`config.mk`:
```
export PLATFORM = sky130hd
export DESIGN_NAME = barrel_shift_pipe
export DESIGN_NICKNAME = d
export VERILOG_FILES = /design/src/rtl/barrel_shift_pipe.sv
export SDC_FILE = /design/constraint.sdc
export NUM_CORES = 1
export LEC_CHECK = 0
export ABC_AREA = 1
export CELL_PAD_IN_SITES_DETAIL_PLACEMENT = 1
export CELL_PAD_IN_SITES_GLOBAL_PLACEMENT = 1
export CORE_MARGIN = 1.5
export CORE_UTILIZATION = 34
export DETAILED_ROUTE_END_ITERATION = 8
export GPL_TIMING_DRIVEN = 0
export HOLD_SLACK_MARGIN = 0.06
export PLACE_DENSITY = 0.73
export SETUP_SLACK_MARGIN = 0.05
export SYNTH_ARGS = -nofsm -noshare
export SYNTH_HDL_FRONTEND = slang
export SYNTH_SLANG_ARGS = --single-unit
export TNS_END_PERCENT = 5
```
`constraint.sdc`:
```
create_clock -name clk -period 3.25 [get_ports clk]
set_clock_uncertainty 0.05 [all_clocks]
set_input_delay 0.975 -clock clk [delete_from_list [all_inputs] [get_ports clk]]
set_output_delay 0.975 -clock clk [all_outputs]
set_load 0.005 [all_outputs]
```
`src/rtl/barrel_shift_pipe.sv`:
```
// ---------------------------------------------------------------------------
// barrel_shift_pipe
//
// Pipelined barrel shifter. The shift is split into CNT_W registered stages.
// Stage k moves the data by 2^k positions when bit k of the carried shift
// count is set, and passes it through unchanged otherwise. Each stage carries
// a valid bit, the data, the full shift count and the operation, so that
// every stage can act on its own copy. The whole pipeline advances together
// unless the result in the last stage is waiting for the consumer.
//
// Parameters
//   WIDTH  data width in bits (power of two, at least 4)
//   CNT_W  shift-count width, equal to log2(WIDTH); also the pipeline depth
//
// Ports
//   clk        single clock, rising edge
//   rst_n      asynchronous active-low reset
//   in_valid   an operation is presented on In/Cnt/Op
//   in_ready   the operation is accepted this cycle (equals the advance)
//   In         operand
//   Cnt        shift amount, 0 .. WIDTH-1
//   Op         00 ROL, 01 SLL, 10 SRA, 11 SRL
//   flush      invalidates every in-flight operation at the next edge
//   out_valid  Out holds a completed result
//   out_ready  the consumer takes Out this cycle
//   Out        result, driven straight from the last stage register
// ---------------------------------------------------------------------------
module barrel_shift_pipe #(
    parameter int WIDTH = 16,
    parameter int CNT_W = 4
) (
    input  logic             clk,
    input  logic             rst_n,
    input  logic             in_valid,
    output logic             in_ready,
    input  logic [WIDTH-1:0] In,
    input  logic [CNT_W-1:0] Cnt,
    input  logic [1:0]       Op,
    input  logic             flush,
    output logic             out_valid,
    input  logic             out_ready,
    output logic [WIDTH-1:0] Out
);

    typedef enum logic [1:0] {
        OP_ROL = 2'b00,
        OP_SLL = 2'b01,
        OP_SRA = 2'b10,
        OP_SRL = 2'b11
    } shiftOpE;

    // Stage registers
    logic [CNT_W-1:0]                  valid_q, valid_d;
    logic [CNT_W-1:0][WIDTH-1:0]       data_q,  data_d;
    logic [CNT_W-1:0][CNT_W-1:0]       cnt_q,   cnt_d;
    logic [CNT_W-1:0][1:0]             op_q,    op_d;

    // What each stage sees on its input side: the pipeline input for stage 0,
    // the previous stage's registers for the rest.
    logic [CNT_W-1:0]                  srcValid;
    logic [CNT_W-1:0][WIDTH-1:0]       srcData;
    logic [CNT_W-1:0][CNT_W-1:0]       srcCnt;
    logic [CNT_W-1:0][1:0]             srcOp;

    logic adv;

    // One fixed-distance step of the shifter. For SRA the current MSB is the
    // operand's original MSB, because every earlier SRA step replicated it.
    function automatic logic [WIDTH-1:0] stageShift(
        input logic [WIDTH-1:0] d,
        input logic [1:0]       op,
        input int               amt
    );
        logic [WIDTH-1:0] r;
        case (shiftOpE'(op))
            OP_ROL:  r = (d << amt) | (d >> (WIDTH - amt));
            OP_SLL:  r = d << amt;
            OP_SRA:  r = $unsigned($signed(d) >>> amt);
            default: r = d >> amt;
        endcase
        return r;
    endfunction

    // The pipeline only stalls when a finished result is not being taken.
    assign adv       = !(out_valid && !out_ready);
    assign in_ready  = adv;
    assign out_valid = valid_q[CNT_W-1];
    assign Out       = data_q[CNT_W-1];

    // Route the pipeline input and the stage outputs to the stage inputs.
    always_comb begin
        srcValid    = '0;
        srcData     = '0;
        srcCnt      = '0;
        srcOp       = '0;
        srcValid[0] = in_valid;
        srcData[0]  = In;
        srcCnt[0]   = Cnt;
        srcOp[0]    = Op;
        for (int k = 1; k < CNT_W; k++) begin
            srcValid[k] = valid_q[k-1];
            srcData[k]  = data_q[k-1];
            srcCnt[k]   = cnt_q[k-1];
            srcOp[k]    = op_q[k-1];
        end
    end

    // Next-state for every stage. Flush wins over everything for the valid
    // bits, so an input offered during a flush is dropped as well.
    always_comb begin
        valid_d = '0;
        data_d  = '0;
        cnt_d   = '0;
        op_d    = '0;
        for (int k = 0; k < CNT_W; k++) begin
            if (flush) begin
                valid_d[k] = 1'b0;
            end else if (adv) begin
                valid_d[k] = srcValid[k];
            end else begin
                valid_d[k] = valid_q[k];
            end
            data_d[k] = srcCnt[k][k] ? stageShift(srcData[k], srcOp[k], 1 << k)
                                     : srcData[k];
            cnt_d[k]  = srcCnt[k];
            op_d[k]   = srcOp[k];
        end
    end

    // Stage registers. Valid bits update every edge (so flush works while
    // stalled); the payload only moves when the pipeline advances.
    always_ff @(posedge clk or negedge rst_n) begin
        if (!rst_n) begin
            valid_q <= '0;
            data_q  <= '0;
            cnt_q   <= '0;
            op_q    <= '0;
        end else begin
            valid_q <= valid_d;
            if (adv) begin
                data_q <= data_d;
                cnt_q  <= cnt_d;
                op_q   <= op_d;
            end
        end
    end

endmodule

```
* After elaboration in Yosys (flattened, before gate mapping)
Cells that the tools add are included. W data, S select, Z words.
Operators by class: bitwise gates (word level) 4, eq/ne operators 9, reductions and logical operators 7, mux-type cells 16
Operators with widths (count):
- $pmux W16 S3 | 4
- $mux W16 | 4
- $or A16 B1 Y16 | 1
- $or A16 B2 Y16 | 1
- $or A16 B4 Y16 | 1
- $or A16 B8 Y16 | 1
- $eq A2 B1 Y1 const B | 4
- $eq A2 B2 Y1 const B | 4
- $logic_not A2 Y1 | 4
- $mux W1 | 8
- $logic_not A1 Y1 | 2
- $ne A2 B2 Y1 const B | 1
- $logic_and A1 B1 Y1 | 1
Word-level totals: bits in registers 86

* Depth between registers and ports, before layout
word-level depth 4, depth in mapped cells 8

* Worst setup path after synthesis
No wires, ideal clock.
path kind input -> output, start input port out_ready, end output port in_ready, cell stages on the path 4, required time 2.225 ns, setup slack 0.868 ns, arrival time 1.357 ns, cell sequence inv_2 nand2_2 buf_6 buf_2
Between the ends: cells in the longest elaborated chain, start to end 3
Ends and longest elaborated chain:
- start: declaration | line 41 | input logic out_ready,
- $logic_not A1 Y1 | line 85 | assign adv = !(out_valid && !out_ready);
- $logic_and A1 B1 Y1 | line 85
- $logic_not A1 Y1 | line 85
- end: declaration | line 35 | output logic in_ready,
Every way passes these cells.

* Worst setup path in the final report
Ends and elaborated chain as after synthesis.

==> qor.csv <==
stage,metric,value,unit
sta,Pins Over Slew Limit,0,
sta,Relative slew margins,66.70,%
placement,IO buf count,43,
die,die area,0.01473,mm2
clock_network,Clock Sinks,80,
die,row count,43,
placement,Post-DP HPWL,10760,um
worst_setup_path,top cell family by delay on the critical path,buffers and inverters,
die,Die Wd,121.4,um
sta,f_max,335.5,MHz
global_route,pin count of the biggest net entering global routing,52,
drt,drt first pass iters,4,
yosys,post-synth top area share,42.03,%
clock_network,"CTS clk-pin slew, worst paths",0.06,ns
clock_network,CTS tree,yes,
layout,synthesis-to-finish area growth,20.80,%
global_route,vias in the first global route,4843,
layout,nets,804,
drt,WL final,13970,um
worst_setup_path,cell depth of the worst setup path,5,
clock_network,Worst-Skew Late Latency,0.34,ns
worst_setup_path,CP max stage delay,0.50,ns
global_route,initial antenna violation count,0,
die,Die H,121.4,um
worst_setup_path,crit end category,primary output,
placement,Post-DP Area,0.005444,mm2
worst_setup_path,CP Class,primary input to primary output,
yosys,Yosys reg bits,80,
clock_network,H-tree levels,3,
worst_setup_path,R2R Setup Slk,1.70,ns
placement,placer's final routability congestion estimate,0.8656,
yosys,Mapped Cells,722,
min_path,Hold Crit Class,flip-flop to flip-flop,
power,Cell Pwr Density,499.0,mW/mm2
die,core box area,0.01377,mm2
worst_setup_path,worst r2r dst,valid_q[2],
status,status,completed,
layout,# fillers,1804,
power,Max rail drop VDD,235.5,uV
global_route,first-pass GRT wire length,23560,um
global_route,total track usage,20.55,%
yosys,"top cells by area, synth","dfrtp_1, nand2_1, inv_1",
drt,vias per inst,4.635,
worst_setup_path,CP bufs+invs,4,
drt,wire length per cell,14.53,um
worst_setup_path,Worst EP arrival,1.96,ns
clock_network,clk buf depth,2,
yosys,Syn Nets,749,
die,Ports,45,
die,Initial Util,34.58,%
yosys,yosys warns,0,
worst_setup_path,Critical Path Start,out_ready,
clock_network,CTS buffer count,9,
yosys,Mapped Area,0.004763,mm2
drt,post-route ant nets,0,
worst_setup_path,crit path cell chain,dlygate4sd2_1 -> inv_2 -> nand2_2 -> buf_12 -> clkdlybuf4s50_1,
yosys,Syn Area/Cell,6.597,um2
sta,Worst Max-Slew Pin Slew,0.4995,ns
layout,final instance area,0.005754,mm2
layout,# diodes,0,
job,maxcap violations,0,
global_route,total global routing overflow,0,
sta,Final WS setup,0.2695,ns
yosys,Yosys top cell by area,dfrtp_1,
yosys,sequential area share after synthesis,42.03,%
drt,DRC Markers,0,
sta,"Hold Vio Cnt, Final",0,
worst_setup_path,R2R Path Start,valid_q[3],
clock_network,CTS hold repair buffers,0,
clock_network,Clock Root Buffer,clkbuf_16,
worst_setup_path,Critical Path Sink,in_ready,
worst_setup_path,Worst Path Required,2.22,ns
sta,Final setup viols,0,
drt,DRT iter0 DRCs,235,
worst_setup_path,slowest library cell on the worst path,clkdlybuf4s50_1,
yosys,Synth cell types,18,
sta,Tmin final,2.981,ns
layout,share of layout cells above drive strength 1,9.974,%
sta,fin crit share,91.71,%
worst_setup_path,largest fanout on the critical path,3,
placement,pre-CTS WS,-0.3503,ns
power,leakage power,3.209,nW
worst_setup_path,CP Launch Type,primary input,
drt,DR vias,4459,
sta,RSZ-0062 raised after global routing,false,
worst_setup_path,R2R cell count,6,
==> power by group <==
part / leakage [nW] / internal [mW] / switching [mW]
clock network: 0.150 / 0.635 / 0.397
registers: 0.956 / 1.12 / 0.105
logic: 2.10 / 0.286 / 0.326
==> worst register-to-register path, stage by stage, from the launching register on <==
cell	delay [ns]
dfrtp_1	0.41
nand2_2	0.13
buf_12	0.10
buf_4	0.25
buf_2	0.31
nand3_1	0.12
o31ai_1	0.09
==> worst min path at each step <==
stage	from	to	slack (ns)	cells after the start
after detailed placement	data_q[17]	data_q[17]	0.42	2
after global routing	data_q[0]	data_q[0]	0.46	2
after CTS	Out[8]	Out[8]	0.43	2
after global placement	cnt_d[7]	cnt_d[7]	0.41	2
final	Out[11]	Out[11]	0.43	2
after floorplan	cnt_d[11]	cnt_d[11]	0.39	2
==> per-layer routing <==
metal | wire (um) | part of all wire [%] | vias up | global-route usage, %
met5 | 0 | 0 | - | 0
met4 | 383 | 2.7 | 0 | 8.382
met3 | 393 | 2.8 | 23 | 2.303
met2 | 7412 | 53 | 74 | 39.30
met1 | 5784 | 41 | 2096 | 22.89
li1 | - | - | 2266 | -
==> per-stage QoR <==
step / hold WS (ns) / total power [mW] / TNS, ns / std cells / util (%)
floorplan: 0.3922 / 1.590 / 0 / 722 / -
global placement: 0.4104 / 1.827 / -132.60 / 945 / 39.34
detailed placement: 0.4193 / 1.860 / -0.3503 / 946 / 39.53
CTS: 0.4338 / 2.895 / 0 / 962 / 41.78
global route: 0.4567 / 3.040 / 0 / 962 / 41.78
finish: 0.4294 / 2.872 / 0 / 962 / 41.78
==> cells by family (layout without fill, tap and decap cells) <==
family | after synthesis | in the layout | synth area share [%]
AND/OR/NAND/NOR | 428 | 428 | 35.38
buffers and inverters | 152 | 212 | 15.71
AO/OA/AOI/OAI | 62 | 62 | 6.882
flip-flops | 80 | 80 | 42.03
==> state kept, by name (all words and copies together) (netlist names) <==
name	flops
data_q	48
Out	16
cnt_d	6
op_d	6
valid_q	4
==> synthesized netlist by cell type <==
cell type and n:
inv_1 93, nand2_2 1, clkinv_1 2, a21oi_1 48, a21oi_2 4, buf_4 25, nand3_1 59, buf_2 18
buf_6 8, nand2_1 312, o31ai_1 1, o21ai_0 9, inv_2 4, clkbuf_2 1, nor2_1 55, clkbuf_1 1
nor2_2 1, dfrtp_1 80
==> area by class of cell <==
| cell class | count | area [um2] | area share, % |
|---|---|---|---|
| timing repair buffer | 45 | 461.7 | 8.023 |
| clock inverter | 3 | 40.04 | 0.6958 |
| clock buffer | 13 | 260.3 | 4.523 |
| multi-input combinational | 490 | 2013 | 34.99 |
| buffer | 52 | 380.4 | 6.610 |
| sequential | 80 | 2002 | 34.79 |
| inverter | 99 | 371.6 | 6.458 |
| tap | 180 | 225.2 | 3.914 |
==> cells in the final DEF (no fill, tap or decap), types with 4 or more instances in the layout <==
cell and instances:
nand2_1 312, inv_1 93, dfrtp_1 80, nand3_1 59, nor2_1 55, a21oi_1 48
clkdlybuf4s50_1 41, buf_4 27, buf_2 17, o21ai_0 9, clkbuf_16 9, buf_6 7
inv_2 4, a21oi_2 4
==> what timing repair did <==
action                                  in CTS  in global routing
resized for setup                            3                  0
setup buffers                                1                  0
endpoints found under the setup margin       1                  0
Note: power is estimated with default switching activity, not from simulation.
